===== config.mk =====
export PLATFORM = sky130hd
export DESIGN_NAME = dti_bincnt_seq
export DESIGN_NICKNAME = d
export VERILOG_FILES = /design/src/rtl/dti_bincnt_seq.sv
export SDC_FILE = /design/constraint.sdc
export NUM_CORES = 1
export LEC_CHECK = 0
export CAP_MARGIN = 0
export CORE_ASPECT_RATIO = 0.75
export CORE_MARGIN = 4
export CORE_UTILIZATION = 52
export DETAILED_ROUTE_END_ITERATION = 6
export GPL_TIMING_DRIVEN = 0
export MAX_ROUTING_LAYER = met4
export PLACE_DENSITY_LB_ADDON = 0.15
export SYNTH_ARGS = -nofsm -noshare
export SYNTH_HDL_FRONTEND = slang
export SYNTH_SLANG_ARGS = --single-unit

===== constraint.sdc =====
create_clock -name clk -period 2.96 [get_ports clk]
set_clock_uncertainty 0.2 [all_clocks]
set_input_delay 0.592 -clock clk [delete_from_list [all_inputs] [get_ports clk]]
set_output_delay 0.592 -clock clk [all_outputs]
set_load 0.02 [all_outputs]

===== src/rtl/dti_bincnt_seq.sv =====
// dti_bincnt_seq: job sequencer for the dti_bincnt_ckprn binary counter.
// Queues count-target jobs in a small FIFO, then for each job loads the
// counter, enables it until it reports done (or a watchdog expires) and
// retires the job with a job_done or job_err pulse.
//
// Job handshake: a job transfers on every rising edge where job_valid and
// job_ready are both high. job_ready depends only on FIFO occupancy (never
// on job_valid), and job_target must be stable whenever job_valid is high.
module dti_bincnt_seq #(
    parameter int CNT_W   = 3,
    parameter int DEPTH   = 4,
    parameter int TIMEOUT = 16
) (
    input  logic                     clk,
    input  logic                     reset,
    input  logic                     job_valid,
    input  logic [CNT_W-1:0]         job_target,
    output logic                     job_ready,
    output logic [CNT_W-1:0]         cnt_count_to,
    output logic                     cnt_load,
    output logic                     cnt_count_en,
    input  logic                     cnt_done,
    output logic                     job_done,
    output logic                     job_err,
    output logic [7:0]               jobs_done,
    output logic [$clog2(DEPTH):0]   fifo_level,
    output logic                     busy
);

    localparam int AW   = $clog2(DEPTH);
    localparam int WD_W = $clog2(TIMEOUT);
    localparam logic [AW:0]     DEPTH_L = (AW + 1)'(DEPTH);
    localparam logic [WD_W-1:0] WD_LAST = WD_W'(TIMEOUT - 1);

    typedef enum logic [1:0] {
        S_IDLE,
        S_LOAD,
        S_RUN,
        S_RETIRE
    } state_t;

    state_t           state;
    state_t           state_nx;

    logic [CNT_W-1:0] mem [DEPTH];
    logic [AW-1:0]    wr_ptr;
    logic [AW-1:0]    rd_ptr;
    logic [AW:0]      count;
    logic             full;
    logic             empty;
    logic             push;
    logic             pop;

    logic [WD_W-1:0]  wd;
    logic             status_ok;

    assign full       = (count == DEPTH_L);
    assign empty      = (count == '0);
    assign push       = job_valid && !full;
    assign job_ready  = !full;
    assign fifo_level = count;
    assign busy       = (state != S_IDLE);

    // FIFO storage: written on every accepted job; contents need no reset.
    always_ff @(posedge clk) begin
        if (push) begin
            mem[wr_ptr] <= job_target;
        end
    end

    // FIFO pointers and occupancy; a pop never coincides with a full FIFO push.
    always_ff @(posedge clk) begin
        if (reset) begin
            wr_ptr <= '0;
            rd_ptr <= '0;
            count  <= '0;
        end else begin
            if (push) begin
                wr_ptr <= wr_ptr + 1'b1;
            end
            if (pop) begin
                rd_ptr <= rd_ptr + 1'b1;
            end
            case ({push, pop})
                2'b10:   count <= count + 1'b1;
                2'b01:   count <= count - 1'b1;
                default: count <= count;
            endcase
        end
    end

    // Next-state and counter-control decode; the head is popped whenever
    // the FSM enters LOAD.
    always_comb begin
        state_nx     = state;
        pop          = 1'b0;
        cnt_load     = 1'b0;
        cnt_count_en = 1'b0;
        job_done     = 1'b0;
        job_err      = 1'b0;
        case (state)
            S_IDLE: begin
                if (!empty) begin
                    state_nx = S_LOAD;
                    pop      = 1'b1;
                end
            end
            S_LOAD: begin
                cnt_load = 1'b1;
                state_nx = S_RUN;
            end
            S_RUN: begin
                cnt_count_en = 1'b1;
                // cnt_done has priority over the watchdog in the same cycle.
                if (cnt_done || (wd == WD_LAST)) begin
                    state_nx = S_RETIRE;
                end
            end
            S_RETIRE: begin
                job_done = status_ok;
                job_err  = !status_ok;
                if (!empty) begin
                    state_nx = S_LOAD;
                    pop      = 1'b1;
                end else begin
                    state_nx = S_IDLE;
                end
            end
            default: begin
                state_nx = S_IDLE;
            end
        endcase
    end

    // State register, target latch, watchdog, retire status and job counter.
    always_ff @(posedge clk) begin
        if (reset) begin
            state        <= S_IDLE;
            cnt_count_to <= '0;
            wd           <= '0;
            status_ok    <= 1'b0;
            jobs_done    <= '0;
        end else begin
            state <= state_nx;
            if (pop) begin
                cnt_count_to <= mem[rd_ptr];
            end
            if (state == S_LOAD) begin
                wd <= '0;
            end else if (state == S_RUN) begin
                wd <= wd + 1'b1;
            end
            // Only the value captured on the final RUN cycle matters.
            if (state == S_RUN) begin
                status_ok <= cnt_done;
            end
            if ((state == S_RETIRE) && status_ok) begin
                jobs_done <= jobs_done + 1'b1;
            end
        end
    end

endmodule


# Word level (Yosys, flattened, before mapping)
# Memories as Yosys holds them, arrays and structs flattened. A register that Yosys moved wholly into a read port is not among the register bits.
# Index checks and enable logic that the tools add are counted.
# classes
add_sub_neg	6
mul	0
n_div	0
order_cmp	0
eq_ne	9
n_shift	0
mux	13
n_bitwise	0
n_reduce_logical	12
# op_table
operator	count
two-way mux 1 bit	9
adder 8 x 1 -> 8 bit, second input constant	1
one-hot mux 2 bit (4 select lines)	1
equality test 2 bit, second input constant	3
one-hot mux 3 bit (2 select lines)	1
adder 2 x 1 -> 2 bit, second input constant	2
adder 4 x 1 -> 4 bit, second input constant	1
equality test 2 x 1 -> 1 bit, second input constant	2
equality test 4 bit, second input constant	1
two-way mux 2 bit	2
!= test 2 bit, second input constant	2
nonzero test 2 bit	2
OR reduction 2 bit	2
adder 3 x 1 -> 3 bit, second input constant	1
equality test 3 bit, second input constant	1
logical NOT 3 bit	1
subtractor 3 x 1 -> 3 bit, second input constant	1
logical AND 1 bit	2
logical NOT 1 bit	2
logical NOT 2 bit	1
AND reduction 2 bit	1
logical OR 1 bit	1
# word_totals
ff_bits	22
latchBits	0
ramBits	12
romBits	0
inputBits	7
output_inout_bits	20
elab_cells	48
n_memories	1
# memory_table
name	depth	word_bits	rd	rd_clocked_by_memory_dff	write_ports	line_no	text
mem	4	3	1	1	1	45	logic [CNT_W-1:0] mem [DEPTH];

# Depth between registers and ports, before layout
# Gate-level depths: netlist of the first run.
# depth
word_depth	5
ltp_mapped	9
ltp_nobuf	9

# Worst setup path after synthesis of the first run
# OpenSTA, ideal clock, no wires.
# synth_timing
path_type	register to register
start	reg count[2], in the netlist fifo_level[2]
end	reg count[2], in the netlist fifo_level[2]
setup_ps	71
arrival_ps	2324
required_ps	2689
setup_slack_ps	365
path_stages_with_launch	10
path_buffers	0
synth_period_minus_slack_ps	2595
path_cell_list	dfxtp_1 > or3b_4 > and2_4 > clkinv_4 > ha_1 > inv_1 > fa_1 > xor2_1 > or3_1 > a21oi_1
# synth_between
elab_chain_len	5
# synth_lines
item	line_no	text
start, declared	48	logic [AW:0] count;
start signal, assigned	85	2'b10: count <= count + 1'b1;
start signal, assigned	86	2'b01: count <= count - 1'b1;
start signal, assigned	87	default: count <= count;
equality test 3 bit (*)	57	assign full = (count == DEPTH_L);
logical NOT 1 bit (*)	--	
via job_ready	18	output logic job_ready,
logical AND 1 bit (*)	59	assign push = job_valid && !full;
equality test 2 x 1 -> 1 bit or equality test 2 bit (tied branches)	84	case ({push, pop})
one-hot mux 3 bit (2 select lines) or nonzero test 2 bit (tied branches)	--	
# The timed path passes the listed nets; every way through them passes the cells marked *.
# A chain may end at the register's enable or synchronous reset.

# Worst setup path in the final report of the first run
# layout_timing
start	reg state[0]
end	reg count[2], in the netlist fifo_level[2]
# layout_between
elab_chain_len	5
# layout_lines
item	line_no	text
start, declared	42	state_t state;
start signal, assigned	144	state <= state_nx;
equality test 2 bit or logical NOT 2 bit (tied branches)	101	case (state)
OR reduction 2 bit (no source line) (*)	--	
two-way mux 1 bit (*)	--	
via pop	52	logic pop;
equality test 2 x 1 -> 1 bit or equality test 2 bit (tied branches)	84	
one-hot mux 3 bit (2 select lines) or nonzero test 2 bit (tied branches)	--	
# Marks and branches as above.

==> results.md, run 1 <==
- Status: completed
- Io pins: 27
- First-pass GRT wire length: 5.53 mm
- Row count: 17
- Internal power: between 1 and 1.5 mW
- Fin cells: 225
- Most common library cells after synthesis: 25 x dfxtp_1, 15 x nor2_1, 12 x edfxtp_1
- Vias/cell: 5.29
- Main flop type after synthesis: dfxtp_1
- Die area: about 4200 um2
- Starting Density: 55.8%
- Final count of hold timing violations: 0
- Worst path cell trace: inv_1, ha_1, nor2_4, ha_1, inv_1, fa_1, xor2_1, or3_1, a21oi_1
- Slowest cell on the critical path: dfxtp_1
- Drt initial violations: between 80 and 90
- Clk sinks: 37
- Post-Synth Adder-Cell Area: under 10%
- Die Wd: ~74 um
- Largest family of logic cells by synthesized area: simple AND/OR/NAND/NOR gates
- Switching Share: 35.7%
- Syn. warnings: 0
- Final instance area: 2070 um2
- Unique cell type count in the Yosys netlist: 35
- Synth Area in Compound Gates: 5.64%
- CTS Buf Count: 5
- ANT cells: 0
- Core box area: 3020 um2
- Max Slew Vio Count: 0
- Final net count: 206
- Nature of the critical path endpoint: register
- Peak Freq: 369 MHz
- Share of post-route cells with drive strength above 1: 9.63%
- TritonCTS clock tree: yes
- Footprint of the multi-input gates: 766 um2
- Register Area: 861 um2
- Via Count: between 1000 and 1500
- Antenna violations before repair: 0
- Leakage power total: 0.765 nW
- Largest cells by area after synthesis: dfxtp_1 30%, edfxtp_1 21%, ha_1 8.2%
- Synth top area share: 29.7%
- Sequential share of the synthesized area: 51.1%
- Clock Power Share: 19.7%
- Crit Path Class: register to register
- Synthesis-stage register bit count: 37
- WP data required: 2.97 ns
- Vias in the first global route: 1160
- Most frequent cell after synthesis: dfxtp_1
- Synth async-reset ratio: 0%
- Synthesized net count: 174
- CP top delay family: adder cells
- Comb pwr share: 39.0%
- Area growth syn-to-layout: 22.6%
- Fin crit period: around 2.7 ns
- Maximum clock insertion buffer count: 2
- Drt pass-1 iters: 4
- DRC: 0
- DP Area: 1980 um2
- Grt ovf: 0
- Largest net degree at the start of global routing: 12
- Die height: between 50 and 60 um
- Multiplexer share of the synthesized area: 6.38%
- Tightest Pin Transition: 0.545 ns
- Final setup viols: 0
- H-tree depth: 2
- Fillers: 252
- GPL Wtd Cong: 0.790
- Crit path buffers/inverters: 2
- Synthesized area: roughly 1700 um2
- Post-synth EDFFs: 12
- Total track usage: 18.0%
- Crit start category: register
- Seq pwr share: 41.3%
- Final WS setup: about 0.25 ns
- Pwr dens: 798 nW/um2
- DP Worst Slack: about 0.18 ns
- Xor/xnor share of the synthesized area: 7.28%
- Sum Neg Setup Slack: 0 ns
- DPL Wire Length: about 2.5 mm
- Average size of a mapped cell: 10.9 um2
- Max-cap violations: 0
- Clk root buf: clkbuf_8
- Simple-gate share of the synthesized area: approximately 16%
- Wirelength per Cell: 14.9 um
- Crit path arrival time: roughly 2.7 ns
- Maximum VDD drop: 0.000547 V
- Worst path max stage delay: 0.43 ns
- Net Sw Power: 589 uW
- Worst slew margin: 63.7%
- Antenna Nets Post-Route: 0
- Cells after Synth: 155
- WL final: 3.35 mm
- Worst-path clk slew: 0.07 ns
- Worst skew pair latency: 0.28 ns
- RSZ-0062 raised after global routing: no
- Port Buffers: 25
- Total Power: 1.65 mW
- Final Cycle Share: 91.6%
- Crit Path Max Fanout: 6
- Post-synth top area cell: dfxtp_1
- Hold crit path type: register to register
- Placed insts: 218
cell type report:
class / count / area share [%]
multi-input combinational: 103 / 37.1
timing repair buffer: 25 / 12.1
buffer: 5 / 1.03
sequential: 37 / 41.7
clock inverter: 1 / 0.242
clock buffer: 6 / 3.51
tap: 38 / 2.30
inverter: 10 / 2.06
stage by stage:
step / hold WS (ns) / util (%)
global placement: 0.263 / 65.7
floorplan: 0.274 / -
global route: 0.319 / 68.4
CTS: 0.278 / 68.2
finish: 0.285 / 68.4
detailed placement: 0.269 / 65.7
sequential cells by signal, indices dropped and copies added, names as in the netlist:
name          cells
fifo_level        3
mem              12
status_ok         1
state             2
wd                4
rd_ptr            2
wr_ptr            2
cnt_count_to      3
jobs_done         8
per-layer routing:
metal  global-route usage, %  share of wire, %  vias to the layer above
li1                        -                 -                      603
met1                    23.4                48                      557
met2                    26.6                46                       23
met3                    4.75               3.7                        7
met4                    6.98               1.5                        0
met5                       -                 0                        -
placed cells by master, fill, tap and decap left out, types with 5 or more instances in the layout:
| cell | netlist | routed |
|---|---|---|
| a21oi_1 | 6 | 6 |
| nor2_1 | 15 | 15 |
| xor2_1 | 7 | 7 |
| xnor2_1 | 7 | 7 |
| dfxtp_1 | 25 | 25 |
| nand2_1 | 10 | 10 |
| nor3_1 | 6 | 6 |
| ha_1 | 11 | 11 |
| o21ai_0 | 5 | 5 |
| clkdlybuf4s50_1 | 0 | 25 |
| clkbuf_8 | 0 | 5 |
| inv_1 | 9 | 9 |
| and3_1 | 5 | 5 |
| edfxtp_1 | 12 | 12 |
worst paths after layout:
kind              slack, ns                    startpoint                            to  cells after the start
setup / recovery       0.25         state[0]$_SDFFE_PP0P_    fifo_level[2]$_SDFFE_PP0P_                      9
setup reg to reg       0.25         state[0]$_SDFFE_PP0P_    fifo_level[2]$_SDFFE_PP0P_                      9
hold reg to reg        0.28  cnt_count_to[2]$_SDFFE_PP0P_  cnt_count_to[2]$_SDFFE_PP0P_                      2
hold / removal         0.28  cnt_count_to[2]$_SDFFE_PP0P_  cnt_count_to[2]$_SDFFE_PP0P_                      2
power by group through the flow:
| stage | registers [mW] | clock network [mW] | logic (mW) |
|---|---|---|---|
| global placement | 0.686 | 0 | 0.594 |
| CTS | 0.682 | 0.334 | 0.633 |
| floorplan | 0.715 | 0 | 0.389 |
| detailed placement | 0.693 | 0 | 0.630 |
| global route | 0.696 | 0.354 | 0.696 |
| finish | 0.682 | 0.324 | 0.643 |
what timing repair did:
action / CTS / global route
gates resized for setup: 0 / 1
setup endpoints to repair: 0 / 1
setup buffers: 0 / 0
hold buffers: 0 / 0
tightest hold or removal path: stages, from the launching register on:
cell and delay (ns):
dfxtp_1 0.31, o21ai_0 0.07, a21oi_1 0.06
cells by family after synthesis:
logic type	after synthesis
muxes	7
DFF	37
AOI/OAI and AO/OA	16
buffers and inverters	15
and+or+nand+nor	54
xor gates and xnor gates	14
adders and majority gates	12
(Power assumes the default switching activity.)
==> run 2: changes to the inputs <==
Settings changed: CORE_ASPECT_RATIO 0.75 to default, CORE_UTILIZATION 52 to 47.
Clock period 2.96 ns to 2.45 ns, I/O delays scaled along.
==> results.md, run 2 (synthesized netlist as in run 1, its figures left out) <==
- Status: completed (unchanged)
- Vias in the first global route: 1207 (was 1160)
- Largest net degree at the start of global routing: 13 (was 12)
- H-tree depth: 2 (unchanged)
- Final Cycle Share: 98.3% (was 91.6%)
- Crit path arrival time: 2.48 ns (was 2.72 ns)
- Starting Density: 49.7% (was 55.8%)
- CP startpoint: fifo_level[0]$_SDFFE_PP0P_ (was state[0]$_SDFFE_PP0P_)
- Row count: 21 (was 17)
- Die area: 4610 um2 (was 4230 um2)
- Slowest cell on the critical path: or3b_4 (was dfxtp_1)
- Clk sinks: 37 (unchanged)
- Max Slew Vio Count: 0 (unchanged)
- CTS Buf Count: 5 (unchanged)
- Die Wd: 67.9 um (was 73.7 um)
- DP Worst Slack: -0.183 ns (was 0.178 ns)
- Worst-path clk slew: 0.11 ns (was 0.07 ns)
- Crit Path Max Fanout: 6 (unchanged)
- Nature of the critical path endpoint: register (unchanged)
- Total track usage: 16.3% (was 18.0%)
- Antenna Nets Post-Route: 0 (unchanged)
- Final WS setup: 0.0427 ns (was 0.247 ns)
- Io pins: 27 (unchanged)
- Worst path max stage delay: 0.42 ns (was 0.43 ns)
- TritonCTS clock tree: yes (unchanged)
- DRC: 0 (unchanged)
- GPL Wtd Cong: 0.740 (was 0.790)
- Peak Freq: 415 MHz (was 369 MHz)
- DPL Wire Length: 2.28 mm (was 2.49 mm)
- Final setup viols: 0 (unchanged)
- Regs by FF count: mem: 12 flops, jobs_done: 8 flops, wd: 4 flops (unchanged)
- Grt ovf: 0 (unchanged)
- Fillers: 274 (was 252)
- Maximum clock insertion buffer count: 2 (unchanged)
- Total Power: 2.10 mW (was 1.65 mW)
- # hold bufs at CTS: 0 (unchanged)
- RR Endpoint: fifo_level[2]$_SDFFE_PP0P_ (unchanged)
- FF-to-FF setup slack: 0.04 ns (was 0.25 ns)
- Most common cell after layout, fill and taps aside: clkdlybuf4s50_1
- ANT cells: 0 (unchanged)
- Number of stages on the worst setup path: 9 (unchanged)
- Tightest Pin Transition: 0.557 ns (was 0.545 ns)
- Crit start category: register (unchanged)
- Share of post-route cells with drive strength above 1: 17.1% (was 9.63%)
- Maximum VDD drop: 0.000551 V (was 0.000547 V)
- Final net count: 211 (was 206)
- Drt initial violations: 62 (was 89)
- Vias/cell: 5.15 (was 5.29)
- Commonest non-fill, non-tap cells in the layout: 22 x clkdlybuf4s50_1, 20 x dfxtp_1, 15 x nor2_1 (was 25 x dfxtp_1, 25 x clkdlybuf4s50_1, 15 x nor2_1)
- Max reg flops: 12 (unchanged)
- Pwr dens: 975 nW/um2 (was 798 nW/um2)
- Worst skew pair latency: 0.34 ns (was 0.28 ns)
- Largest Register: mem (unchanged)
- Antenna violations before repair: 0 (unchanged)
- CP top delay family: simple AND/OR/NAND/NOR gates (was adder cells)
- Fin crit period: 2.41 ns (was 2.71 ns)
- RSZ-0062 raised after global routing: yes (was no)
- Worst slew margin: 62.7% (was 63.7%)
- Worst path cell trace: or3b_4, and2_4, clkinv_4, ha_4, inv_1, fa_2, xor2_1, or3_1, a21oi_2 (was inv_1, ha_1, nor2_4, ha_1, inv_1, fa_1, xor2_1, or3_1, a21oi_1)
- Crit Path Class: register to register (unchanged)
- Leakage power total: 0.824 nW (was 0.765 nW)
- Clk root buf: clkbuf_4 (was clkbuf_8)
- First-pass GRT wire length: 5.36 mm (was 5.53 mm)
- Max-cap violations: 0 (unchanged)
- Reg2reg start: fifo_level[0]$_SDFFE_PP0P_ (was state[0]$_SDFFE_PP0P_)
- WP data required: 2.52 ns (was 2.97 ns)
- Drt pass-1 iters: 6 (was 4)
- Final count of hold timing violations: 0 (unchanged)
- Crit path buffers/inverters: 2 (unchanged)
- Reg2Reg Depth: 9 (unchanged)
- Crit path to: fifo_level[2]$_SDFFE_PP0P_ (unchanged)
- Hold crit path type: register to register (unchanged)
- Core box area: 3390 um2 (was 3020 um2)
- Area growth syn-to-layout: 27.8% (was 22.6%)
- Wirelength per Cell: 12.8 um (was 14.9 um)
- Via Count: 1232 (was 1190)
- WL final: 3.05 mm (was 3.35 mm)
- Port Buffers: 25 (unchanged)
- Die height: 67.9 um (was 57.3 um)
[run 2: cell types whose count changed in the layout (fill, tap and decap cells not counted), moves of 2 or more]
cell and change:
dfxtp_1 -5, clkbuf_4 +5, dfxtp_2 +2, clkdlybuf4s50_1 -3, dlymetal6s2s_1 +2, ha_1 -2
buf_4 +5, dfxtp_4 +3, clkbuf_8 -5
[run 2: stage by stage]
stage	instance area [um2]	setup TNS [ns]	cells	hold WS, ns	util [%]
6_report	2150	0	239	0.292	63.5
5_1_grt	2150	-0.0342	239	0.325	63.5
4_1_cts	2110	0	236	0.291	62.2
3_5_place_dp	2010	-0.213	226	0.275	59.3
3_3_place_gp	2010	-0.161	226	0.272	59.3
2_1_floorplan	1700	0	155	0.274	-
[run 2: what timing repair did]
item,in CTS,in global routing
pin swaps,1,3
resized for setup,4,6
buffers inserted,2,3
setup endpoints to repair,4,3
[run 2: worst register-to-register path, cell delays in order, from the launching register on]
cell	delay (ns)
dfxtp_4	0.36
or3b_4	0.42
and2_4	0.17
clkinv_4	0.05
ha_4	0.13
inv_1	0.05
fa_2	0.33
xor2_1	0.16
or3_1	0.36
a21oi_2	0.12
[run 2: cell type report]
type | instances | area (um2) | area share (%)
Sequential cell | 37 | 875 | 40.6
Multi-Input combinational cell | 103 | 787 | 36.5
Clock inverter | 3 | 41.3 | 1.92
Tap cell | 46 | 57.6 | 2.67
Clock buffer | 5 | 37.5 | 1.74
Buffer | 5 | 21.3 | 0.988
Timing Repair Buffer | 30 | 292 | 13.5
Inverter | 10 | 42.5 | 1.98
[run 2: power breakdown]
part	internal [mW]	switching (mW)	total, mW
clock	0.211	0.203	0.414
combinational	0.423	0.439	0.862
sequential	0.744	0.0781	0.822
[run 2: how the worst min path moves through the flow]
stage / from / slack, ns / to / depth (start not counted)
2_1_floorplan: wr_ptr[1]$_SDFFE_PP0P_ / 0.27 / wr_ptr[1]$_SDFFE_PP0P_ / 2
3_3_place_gp: cnt_count_to[1]$_SDFFE_PP0P_ / 0.27 / cnt_count_to[1]$_SDFFE_PP0P_ / 2
3_5_place_dp: cnt_count_to[1]$_SDFFE_PP0P_ / 0.27 / cnt_count_to[1]$_SDFFE_PP0P_ / 2
4_1_cts: cnt_count_to[1]$_SDFFE_PP0P_ / 0.29 / cnt_count_to[1]$_SDFFE_PP0P_ / 2
5_1_grt: cnt_count_to[1]$_SDFFE_PP0P_ / 0.32 / cnt_count_to[1]$_SDFFE_PP0P_ / 2
6_report: cnt_count_to[1]$_SDFFE_PP0P_ / 0.29 / cnt_count_to[1]$_SDFFE_PP0P_ / 2
[run 2: per-layer routing]
layer / share of wire (%) / track usage [%] / up-vias
met5: 0 / - / -
met4: 1.2 / 7.94 / 0
met3: 6.1 / 4.93 / 4
met2: 53 / 27.7 / 33
met1: 40 / 17.4 / 583
li1: - / - / 612
